$ cat src/rtl/flo_scan_seq.sv
// flo_scan_seq -- iterative find-last-one / find-first-one bit scanner.
//
// A WID-bit vector is latched on accept and walked CHUNK bits per clock.
// In FLO mode the walk runs from the top chunk downwards and reports the
// highest set bit. In FFO mode it runs from chunk 0 upwards and reports the
// lowest set bit. The walk stops on the first chunk containing any set bit,
// or after the final chunk.
//
// Ports:
//   clk_i     clock, all state on the rising edge
//   rst_ni    asynchronous active-low reset
//   start_i   request, accepted when start_i & ready_o
//   mode_i    0 = find last one, 1 = find first one (sampled at accept)
//   abort_i   cancel an in-progress scan (no done_o, results kept)
//   data_i    vector to scan (sampled at accept)
//   ready_o   idle, able to accept
//   busy_o    scan in progress
//   done_o    one-cycle completion pulse
//   found_o   a set bit was found (valid from done_o until next completion)
//   result_o  bit index, or all-ones when nothing was found
module flo_scan_seq #(
  parameter int WID   = 288,
  parameter int CHUNK = 32
) (
  input  logic                       clk_i,
  input  logic                       rst_ni,
  input  logic                       start_i,
  input  logic                       mode_i,
  input  logic                       abort_i,
  input  logic [WID-1:0]             data_i,
  output logic                       ready_o,
  output logic                       busy_o,
  output logic                       done_o,
  output logic                       found_o,
  output logic [$clog2(WID+1)-1:0]   result_o
);

  localparam int NCHUNK = (WID + CHUNK - 1) / CHUNK;
  localparam int PW     = NCHUNK * CHUNK;
  localparam int OWID   = $clog2(WID + 1);
  localparam int CW     = (NCHUNK > 1) ? $clog2(NCHUNK) : 1;
  localparam int OFW    = (CHUNK > 1) ? $clog2(CHUNK) : 1;

  typedef enum logic {
    IDLE = 1'b0,
    SCAN = 1'b1
  } state_t;

  state_t            state;
  logic [PW-1:0]     data_q;
  logic              mode_q;
  logic [CW-1:0]     cnt;

  logic [CHUNK-1:0]  chunk;
  logic              hit;
  logic              last;
  logic [OFW-1:0]    off;
  logic [OWID-1:0]   idx;

  // Offset of the highest set bit within a chunk (0 when the chunk is empty).
  function automatic logic [OFW-1:0] hi_off(input logic [CHUNK-1:0] v);
    hi_off = '0;
    for (int i = 0; i < CHUNK; i++) begin
      if (v[i]) hi_off = OFW'(i);
    end
  endfunction

  // Offset of the lowest set bit within a chunk (0 when the chunk is empty).
  function automatic logic [OFW-1:0] lo_off(input logic [CHUNK-1:0] v);
    lo_off = '0;
    for (int i = CHUNK - 1; i >= 0; i--) begin
      if (v[i]) lo_off = OFW'(i);
    end
  endfunction

  // Chunk currently under examination; constant-base slices keep the mux
  // a plain one-hot selection over NCHUNK candidates.
  always_comb begin
    chunk = '0;
    for (int c = 0; c < NCHUNK; c++) begin
      if (cnt == CW'(c)) chunk = data_q[c*CHUNK +: CHUNK];
    end
  end

  assign hit  = |chunk;
  assign last = mode_q ? (cnt == CW'(NCHUNK - 1)) : (cnt == '0);
  assign off  = mode_q ? lo_off(chunk) : hi_off(chunk);
  // Full OWID-wide arithmetic: chunk base plus offset never exceeds WID-1.
  assign idx  = OWID'(cnt) * OWID'(CHUNK) + OWID'(off);

  assign ready_o = (state == IDLE);
  assign busy_o  = (state == SCAN);

  always_ff @(posedge clk_i or negedge rst_ni) begin
    if (!rst_ni) begin
      state    <= IDLE;
      data_q   <= '0;
      mode_q   <= 1'b0;
      cnt      <= '0;
      done_o   <= 1'b0;
      found_o  <= 1'b0;
      result_o <= '1;
    end else begin
      done_o <= 1'b0;
      case (state)
        IDLE: begin
          // abort_i is meaningless here; a coincident start still wins.
          if (start_i) begin
            data_q <= PW'(data_i);
            mode_q <= mode_i;
            cnt    <= mode_i ? '0 : CW'(NCHUNK - 1);
            state  <= SCAN;
          end
        end
        SCAN: begin
          if (abort_i) begin
            state <= IDLE;
          end else if (hit || last) begin
            state    <= IDLE;
            done_o   <= 1'b1;
            found_o  <= hit;
            result_o <= hit ? idx : '1;
          end else begin
            cnt <= mode_q ? cnt + CW'(1) : cnt - CW'(1);
          end
        end
        default: state <= IDLE;
      endcase
    end
  end

endmodule

$ cat config.mk
export PLATFORM = sky130hd
export DESIGN_NAME = flo_scan_seq
export DESIGN_NICKNAME = d
export VERILOG_FILES = /design/src/rtl/flo_scan_seq.sv
export SDC_FILE = /design/constraint.sdc
export NUM_CORES = 1
export LEC_CHECK = 0
export ABC_AREA = 1
export BUFFER_PORTS_ARGS = -buffer_cell sky130_fd_sc_hd__buf_2
export CAP_MARGIN = 20
export CORE_ASPECT_RATIO = 1.25
export CORE_UTILIZATION = 50
export CTS_CLUSTER_DIAMETER = 60
export DETAILED_ROUTE_END_ITERATION = 7
export PLACE_DENSITY = 0.75
export SLEW_MARGIN = 20
export SYNTH_ARGS = -nofsm -noshare
export SYNTH_HDL_FRONTEND = slang
export SYNTH_SLANG_ARGS = --single-unit
$ cat constraint.sdc
create_clock -name clk_i -period 3.55 [get_ports clk_i]
set_input_delay 0.355 -clock clk_i [delete_from_list [all_inputs] [get_ports clk_i]]
set_output_delay 0.355 -clock clk_i [all_outputs]
set_load 0.03 [all_outputs]
==> results of run 1 <==
power by group:
group / switching [W] / internal, W
Clock: 0.00141 / 0.00211
Sequential: 0.000313 / 0.00397
Combinational: 0.00185 / 0.00137
through the flow:
| step | setup WS [ps] | hold WS [ps] | util | cells |
|---|---|---|---|---|
| after floorplan | 103.9 | 59.41 | - | 1965 |
| after global placement | -162.7 | 453.0 | 0.5922 | 2657 |
| after detailed placement | -186.3 | 456.2 | 0.5922 | 2657 |
| after CTS | -3.234 | 0.2786 | 0.6808 | 2860 |
| after global routing | -422.6 | 3.135 | 0.6886 | 2871 |
| final | -56.71 | 9.311 | 0.6886 | 2871 |
cell type report:
type / count / area (um^2)
clock buffer: 40 / 879.6
clock inverter: 17 / 225.2
fill: 2376 / 9163
inverter: 94 / 380.4
multi-input combinational: 1457 / 6650
sequential: 305 / 7646
tap: 396 / 495.5
timing repair buffer: 562 / 3989
state kept, by name, summed over array words and instances (netlist names):
register / flops
data_q: 288
cnt: 4
busy_o: 1
mode_q: 1
result_o: 9
found_o: 1
done_o: 1
worst min-delay path, cell delays in order:
cell and delay (ps):
buf_2 70, nand2_1 50, nand2_1 50
path summary, 6_finish.rpt:
check	slack, ps	end	cells after the start
max in group asynchronous	2210	data_q[238]	3
max reg2reg	-60	result_o[0]	42
max	-60	result_o[0]	42
min in group asynchronous	440	data_q[28]	2
min reg2reg	480	data_q[77]	2
min	9	data_q[47]	3
kinds of logic after synthesis:
family          after synthesis
mux                           1
flops                       305
fa+ha+maj                     5
buf+inv                     205
compound gates              209
simple gates               1240
per-layer routing:
| layer | up-vias | part of all wire |
|---|---|---|
| li1 | 7148 | - |
| met1 | 6943 | 0.42 |
| met2 | 579 | 0.49 |
| met3 | 106 | 0.059 |
| met4 | 0 | 0.039 |
| met5 | - | 0 |
what timing repair did:
item                                    4_1_cts  5_1_grt
gates cloned                                  3        0
pin swaps                                     8       24
hold buffers                                128        0
endpoints found under the hold margin       224        0
endpoints found under the setup margin       15       15
gates resized for setup                      28       40
buffers inserted                             15       12
synth_stat cells (all sizes together) (2+ instances only):
master,number
ha,5
a221oi,12
o21ai,75
clkbuf,67
o21bai,2
or2,10
nand4,15
o211ai,27
dfrtp,296
nand2,1042
o22ai,4
nand3b,3
a22oi,5
a31oi,22
a21oi,58
nand3,83
nor3,2
buf,44
inv,93
dfstp,9
nor2,85
==> summary.txt, run 1 <==
Timing
  – RSZ-0062 raised after global routing: true
  – Tcrit/Tclk final: 1.016
  – Worst Max-Slew Pin Slew: 793.3 ps
  – Final max-slew violation count: 0
  – Slew HR: 0.4711
  – Setup TNS: -62.83 ps
  – Final hold viol count: 0
  – Setup-failing EPs final: 3
  – Maximum clock frequency: 277.3 MHz
  – Fin Clk Skew: 13.05 ps
  – Setup ws final: -56.71 ps
  – Period minus WS final: 3607 ps

Routing
  – WL final: 47.77 mm
  – DRT iter0 DRCs: 1165
  – Detailed Routing Iterations Pass 1: 7
  – # DRC: 0
  – Post-DRT Antenna Nets: 0
  – Drt via density: 5.147
  – Vias: 14776
  – Wire length per cell: 16.64 um

CTS
  – Max H-tree Level: 1
  – Clk_lat worst skew: 560 ps
  – TritonCTS clock tree: done
  – Clk slew on worst S/H paths: 60 ps
  – Clock Tree Buf Depth: 3
  – Clock Sinks: 305
  – TritonCTS Buffers: 31
  – Root Driver: clkbuf_16

Power and ir drop
  – Pwr Total: 0.01101 W
  – Peak supply drop: 0.0003378 V
  – P_leak: 10.77 nW
  – Pwr dens: 543.5 nW/um^2

Hold path
  – Worst hold path type: input pin to flip-flop
  – HP Start: data_i[47]

Die
  – Die span in y: 195.8 um
  – Core Region: 29430 um^2
  – Initial Util: 0.5105
  – I/O pin count: 306
  – Total Die Area: 30750 um^2
  – Row cnt: 70
  – Die Wd: 157.0 um

GRT
  – Gr usage total: 0.3110
  – Met3 usage: 0.03380
  – Most used routing layer: met2
  – GR Util met2: 0.5165
  – Total grt overflow: 0
  – First-pass GRT wire length: 74.49 mm
  – Initial antenna violation count: 0
  – GR met1 Demand/Resource: 0.4144
  – Vias in the first global route: 14665
  – Largest net degree at the start of global routing: 165

Setup path
  – Slowest stage delay, CP: 420 ps
  – Crit Reg-Reg Startpoint: cnt[1]
  – WP buf/inv: 5
  – Worst Path Required: 4050 ps
  – Critical Path Start: cnt[1]
  – Top Family by Delay on Critical Path: simple AND/OR/NAND/NOR gates
  – Critical path class: flip-flop to flip-flop
  – Worst path slowest cell: dfrtp_1
  – CP endpoint kind: flip-flop
  – Worst-path maximum fanout: 8
  – Crit start category: flip-flop
  – Critical path data arrival time: 4100 ps
  – Most used cell, CP: nand2_1

Placement
  – Post-DP Area: 17430 um^2
  – Final HPWL DP: 31.85 mm
  – Port Buffers: 305
  – RD Place Congestion: 0.9226

Synth
  – Seq/Total Area, Yosys: 0.5087
  – Yosys top cell by area: dfrtp_1
  – Register bit total from synthesis: 305
  – Post-synth EDFFs: 0
  – Top cells by area, synth: dfrtp_1 (49%), nand2_1 (26%), nand3_1 (2.8%)
  – Syn_area_per_cell: 7.646 um^2
  – Mux share of post-synthesis cell area: 0.0009993
  – Post-synthesis async set-or-reset flop share: 1.000
  – Most used flip-flop cell after synthesis: dfrtp_1
  – Net count after synthesis: 2263
  – Synth Area in XOR/XNOR: 0
  – Synthesized area: 15020 um^2
  – Synth Area in Simple Gates: 0.3294
  – Synth Instances: 1965
  – Synth unique cells: 42
  – Yosys top cell area share: 0.4930
  – Adder-cell share of the synthesized area: 0.004164
  – Synth Area in Compound Gates: 0.09369
  – Yosys warns: 0
  – Largest family of logic cells by synthesized area: simple AND/OR/NAND/NOR gates

Final layout
  – Post-route cell area: 20270 um^2
  – Leading cell type in the layout, fill and taps excluded: nand2_1
  – Area grow syn2layout: 34.89%
  – NumNets Final: 2749
  – N_diodes: 0
  – Proportion of layout cells with a drive suffix above 1: 0.2457
  – Most frequent cells in the layout: nand2_1 (1030), buf_2 (305), dfrtp_1 (294), dlygate4sd3_1 (128), buf_4 (107)

Run status
  – Status: finished, violations left
  – Failing checks: setup timing

Job
  – Max-cap violations: 0
No activity file was read; power rests on OpenSTA's default activity.
==> run 2: changes to the inputs <==
--- a/config.mk
+++ b/config.mk
@@ -9,10 +9,12 @@
 export BUFFER_PORTS_ARGS = -buffer_cell sky130_fd_sc_hd__buf_2
 export CAP_MARGIN = 20
 export CORE_ASPECT_RATIO = 1.25
+export CORE_MARGIN = 2
 export CORE_UTILIZATION = 50
 export CTS_CLUSTER_DIAMETER = 60
 export DETAILED_ROUTE_END_ITERATION = 7
 export PLACE_DENSITY = 0.75
+export REMOVE_ABC_BUFFERS = 1
 export SLEW_MARGIN = 20
 export SYNTH_ARGS = -nofsm -noshare
 export SYNTH_HDL_FRONTEND = slang
==> constraint.sdc (replaced) <==
create_clock -name clk_i -period 3.55 [get_ports clk_i]
set_input_delay 0.355 -clock clk_i [delete_from_list [all_inputs] [get_ports clk_i]]
set_output_delay 0.355 -clock clk_i [all_outputs]
set_load 0.005 [all_outputs]
==> summary.txt, run 2 (synthesized netlist as in run 1, its figures left out) <==
Final layout
  – Proportion of layout cells with a drive suffix above 1: 0.2447
  – Most frequent cells in the layout: nand2_1 (1032), buf_2 (304), dfrtp_1 (295), buf_4 (83), nand3_1 (81)
  – Post-route cell area: 18770 um^2
  – Leading cell type in the layout, fill and taps excluded: nand2_1
  – Final Non-Filler Cells: 2720
  – Most flop-heavy register: data_q
  – Max FFs per register: 288
  – Largest registers: data_q x288, result_o x9, cnt x4
  – Area grow syn2layout: 24.93%
  – NumNets Final: 2597

CTS
  – TritonCTS Buffers: 34
  – Clock Sinks: 305
  – Clk_lat worst skew: 510 ps
  – Root Driver: clkbuf_16
  – Clock Tree Buf Depth: 3
  – Clk slew on worst S/H paths: 60 ps
  – Max H-tree Level: 2
  – TritonCTS clock tree: done

Power and ir drop
  – Pwr dens: 569.2 nW/um^2
  – Clock share of power: 0.334
  – Net Sw Frac: 0.3154
  – Peak supply drop: 0.0003971 V
  – Internal power: 0.007313 W
  – Logic gate share of total power: 0.267
  – Reg power frac: 0.398
  – P_sw: 0.003370 W
  – P_leak: 10.11 nW
  – Pwr Total: 0.01068 W

Timing
  – Final hold viol count: 0
  – RSZ-0062 raised after global routing: true
  – Final max-slew violation count: 0
  – Worst Max-Slew Pin Slew: 729.1 ps
  – Period minus WS final: 3586 ps
  – Tcrit/Tclk final: 1.010
  – Slew HR: 0.5139
  – Setup-failing EPs final: 1
  – Maximum clock frequency: 278.8 MHz
  – Fin Clk Skew: 9.031 ps
  – Setup ws final: -36.19 ps
  – Setup TNS: -36.19 ps
  – Hold slack: 39.06 ps

Placement
  – RD Place Congestion: 0.8862
  – Placed Cells: 2646
  – Post-DP Area: 17330 um^2
  – Final HPWL DP: 31.03 mm
  – Port Buffers: 305

Setup path
  – Worst-path maximum fanout: 18
  – Critical path class: flip-flop to flip-flop
  – Worst path slowest cell: dfrtp_1
  – Slowest stage delay, CP: 430 ps
  – Worst Path Required: 3990 ps
  – Critical path data arrival time: 4030 ps
  – Crit start category: flip-flop
  – CP endpoint kind: flip-flop
  – Most used cell, CP: nand2_1

Routing
  – DRT iter0 DRCs: 1121
  – WL final: 44.98 mm
  – Post-DRT Antenna Nets: 0
  – Drt via density: 5.177
  – Detailed Routing Iterations Pass 1: 5
  – # DRC: 0
  – Vias: 14081
  – Wire length per cell: 16.54 um

Run status
  – Status: finished, violations left
  – Failing checks: setup timing

Die
  – Die Wd: 159.0 um
  – Die span in y: 197.8 um
  – Row cnt: 70
  – I/O pin count: 306
  – Total Die Area: 31460 um^2
  – Initial Util: 0.5105
  – Core Region: 29430 um^2

Job
  – Max-cap violations: 0

GRT
  – First-pass GRT wire length: 70.17 mm
  – Gr usage total: 0.2802
  – Total grt overflow: 0
  – Vias in the first global route: 13755
  – Largest net degree at the start of global routing: 263
  – Initial antenna violation count: 3

Hold path
  – Worst hold path type: input pin to flip-flop
==> run 2: worst max-delay path: cells and delay by family (launching register included) <==
kind,cells,cell delay (ps)
flip-flops,1,430
AND/OR/NAND/NOR,34,2050
AO/OA/AOI/OAI,3,410
adder cells (fa/ha/maj),1,230
buffers and inverters,4,400
==> run 2: cell type report <==
cell class              count  area (um^2)
clock inverters            12        150.1
flip-flops and latches    305         7645
diodes                      3        7.507
multi-input cells        1457         6594
fillers                  2658        10660
repair buffers            407         2520
clock buffers              46        977.2
well taps                 396        495.5
inverters                  94        380.4
==> run 2: final timing paths <==
| kind | cells past startpoint | slack, ps | end | from |
|---|---|---|---|---|
| setup / recovery | 42 | -40 | result_o[0] | cnt[0] |
| hold / removal | 3 | 40 | data_q[49] | data_i[49] |
| setup reg to reg | 42 | -40 | result_o[0] | cnt[0] |
| hold reg to reg | 2 | 470 | data_q[248] | data_q[248] |
| max in group asynchronous | 3 | 2210 | data_q[286] | rst_ni |
| min in group asynchronous | 2 | 440 | data_q[38] | rst_ni |
==> run 2: routing by layer <==
metal  part of all wire  vias up  global-route usage
met5                  0        -                   0
met4              0.045        0              0.1249
met3              0.059      109             0.03540
met2               0.48      502              0.4691
met1               0.41     6613              0.3681
li1                   -     6857                   -
==> run 2: power by group through the flow <==
stage / Sequential [W] / Combinational, W / Clock [W]
after global routing: 0.00430 / 0.00320 / 0.00374
after floorplan: 0.00422 / 0.00165 / 0
final: 0.00425 / 0.00286 / 0.00357
after global placement: 0.00429 / 0.00264 / 0
after detailed placement: 0.00430 / 0.00268 / 0
after CTS: 0.00424 / 0.00273 / 0.00361
==> run 2: metrics by stage <==
| step | setup slack, ps | utilization |
|---|---|---|
| after floorplan | -8754 | - |
| after global placement | -99.69 | 0.5887 |
| after detailed placement | -158.8 | 0.5887 |
| after CTS | 0.008438 | 0.6291 |
| after global routing | -421.6 | 0.6378 |
| final | -36.19 | 0.6378 |
==> run 2: timing repair <==
| action | 4_1_cts | 5_1_grt |
|---|---|---|
| gates resized for setup | 12 | 32 |
| buffers inserted | 1 | 8 |
| gates cloned | 0 | 2 |
| setup endpoints to repair | 15 | 16 |
| hold buffers | 1 | 0 |
| pin swaps | 2 | 8 |
| hold endpoints to repair | 86 | 0 |
==> run 3: changes to the inputs <==
--- a/config.mk
+++ b/config.mk
@@ -10,12 +10,12 @@
 export CAP_MARGIN = 20
 export CORE_ASPECT_RATIO = 1.25
 export CORE_MARGIN = 2
-export CORE_UTILIZATION = 50
+export CORE_UTILIZATION = 40
 export CTS_CLUSTER_DIAMETER = 60
 export DETAILED_ROUTE_END_ITERATION = 7
-export PLACE_DENSITY = 0.75
+export PLACE_DENSITY = 0.62
 export REMOVE_ABC_BUFFERS = 1
-export SLEW_MARGIN = 20
+export SLEW_MARGIN = 30
 export SYNTH_ARGS = -nofsm -noshare
 export SYNTH_HDL_FRONTEND = slang
 export SYNTH_SLANG_ARGS = --single-unit
==> summary.txt, run 3 (synthesized netlist as in run 1, its figures left out) <==
Setup path
  – R2R Path End: cnt[2]
  – Top Family by Delay on Critical Path: buffers and inverters
  – FF-to-FF setup slack: -30 ps
  – Critical path data arrival time: 4020 ps
  – CP endpoint kind: flip-flop
  – Most used cell, CP: buf_4
  – R2R cell count: 26
  – Critical path class: flip-flop to flip-flop
  – WP buf/inv: 9
  – Slowest stage delay, CP: 430 ps
  – Worst path slowest cell: dfrtp_2
  – Worst-path maximum fanout: 7
  – Worst Path Required: 3990 ps
  – Crit start category: flip-flop
  – Crit Reg-Reg Startpoint: cnt[1]

Timing
  – Final max-slew violation count: 0
  – Final hold viol count: 0
  – Period minus WS final: 3583 ps
  – RSZ-0062 raised after global routing: true
  – Setup ws final: -33.27 ps
  – Tcrit/Tclk final: 1.009
  – Maximum clock frequency: 279.1 MHz
  – Fin Clk Skew: 15.04 ps
  – Setup-failing EPs final: 3
  – Worst Max-Slew Pin Slew: 904.2 ps
  – Slew HR: 0.3972

Routing
  – Met3 Wirelength: 2.513 mm
  – Wire length per cell: 16.68 um
  – Vias: 14863
  – M1 WL: 21.12 mm
  – Post-DRT Antenna Nets: 0
  – Drt via density: 4.920
  – Detailed Routing Iterations Pass 1: 5
  – Met2 wire len: 24.69 mm
  – DRT iter0 DRCs: 1126
  – WL final: 50.39 mm
  – # DRC: 0
  – DR top layer: met4

Job
  – Max-cap violations: 0

CTS
  – Clk_lat worst skew: 570 ps
  – Clock Tree Buf Depth: 3
  – TritonCTS Buffers: 31
  – Root Driver: clkbuf_16
  – TritonCTS clock tree: done
  – Clk slew on worst S/H paths: 60 ps
  – Clock Sinks: 305
  – Max H-tree Level: 1

Placement
  – Final HPWL DP: 34.26 mm
  – Placed Cells: 2757
  – Post-DP Area: 17670 um^2
  – Worst slack, placed: -125.2 ps
  – Port Buffers: 305
  – RD Place Congestion: 0.8919

Final layout
  – Proportion of layout cells with a drive suffix above 1: 0.2402
  – NumNets Final: 2813
  – Leading cell type in the layout, fill and taps excluded: nand2_1
  – Most frequent cells in the layout: nand2_1 (1027), buf_2 (304), dfrtp_1 (294), dlygate4sd3_1 (184), buf_4 (105)
  – Most flop-heavy register: data_q
  – Post-route cell area: 21070 um^2
  – N_diodes: 0
  – Largest registers: data_q x288, result_o x9, cnt x4
  – Final Non-Filler Cells: 3021
  – Area grow syn2layout: 40.27%
  – Max FFs per register: 288

Power and ir drop
  – Pwr Total: 0.01100 W
  – Peak supply drop: 0.0003459 V
  – P_leak: 11.04 nW
  – Pwr dens: 522.0 nW/um^2

Die
  – Initial Util: 0.4043
  – Total Die Area: 39140 um^2
  – Die Wd: 177.3 um
  – Core Region: 37170 um^2
  – Row cnt: 79
  – I/O pin count: 306
  – Die span in y: 220.7 um

GRT
  – Total grt overflow: 0
  – Vias in the first global route: 14599
  – Gr usage total: 0.2483
  – Largest net degree at the start of global routing: 140
  – First-pass GRT wire length: 75.80 mm
  – Initial antenna violation count: 0

Hold path
  – Worst hold path type: input pin to flip-flop
  – HP Start: data_i[185]
  – WHS Endpoint: data_q[185]
  – Hold Crit Depth: 3

Run status
  – Failing checks: setup timing
  – Status: finished, violations left
==> run 3: cell count changes in the layout (fill, tap and decap cells not counted), moves of 5 or more <==
cell           delta
dlygate4sd3_1   +183
buf_4            +22
buf_12            +7
buf_6             +6
nand2_1           -5
==> run 3: area by class of cell <==
| class | instances | area [um^2] |
|---|---|---|
| timing repair buffer | 626 | 4737 |
| clock buffer | 41 | 873.3 |
| multi-input combinational | 1457 | 6651 |
| inverter | 94 | 370.4 |
| sequential | 305 | 7646 |
| clock inverter | 12 | 187.7 |
| fill | 3465 | 16090 |
| tap | 486 | 608.1 |
==> run 3: worst min-delay path: cells and delay by family <==
| kind | cells | cell delay [ps] |
|---|---|---|
| and+or+nand+nor | 2 | 120 |
| buffers and inverters | 1 | 80 |
==> run 3: timing repair <==
item | CTS | global route
gates cloned | 0 | 3
setup endpoints to repair | 13 | 16
setup buffers | 3 | 21
resized for setup | 17 | 44
hold buffers | 184 | 0
pin swaps | 3 | 20
endpoints found under the hold margin | 288 | 0
==> run 3: how the worst max path moves through the flow <==
stage,startpoint,end,slack (ps),depth (start not counted)
global placement,cnt[0],result_o[0],-110,45
finish,cnt[1],cnt[2],-30,26
floorplan,busy_o,data_q[194],-8750,5
detailed placement,cnt[0],cnt[2],-130,23
global route,cnt[1],result_o[0],-410,43
CTS,cnt[1],result_o[0],10,41
==> run 3: stage by stage <==
step	util	TNS (ps)	hold slack [ps]
2_1_floorplan	-	-2519630	59.41
3_3_place_gp	0.4755	-113.1	461.8
3_5_place_dp	0.4755	-843.9	458.8
4_1_cts	0.5559	0	0.1554
5_1_grt	0.5670	-2501	3.137
6_report	0.5670	-61.21	8.334
==> run 3: per-layer routing <==
layer	vias to the layer above	track usage
met4	0	0.1027
met2	468	0.4289
met5	-	0
li1	7272	-
met3	115	0.02595
met1	7008	0.3186
==> run 3: report_power, final <==
group	switching (W)	internal [W]
clock network	0.00138	0.00207
registers	0.000328	0.00397
logic	0.00177	0.00149
total	0.00347	0.00753
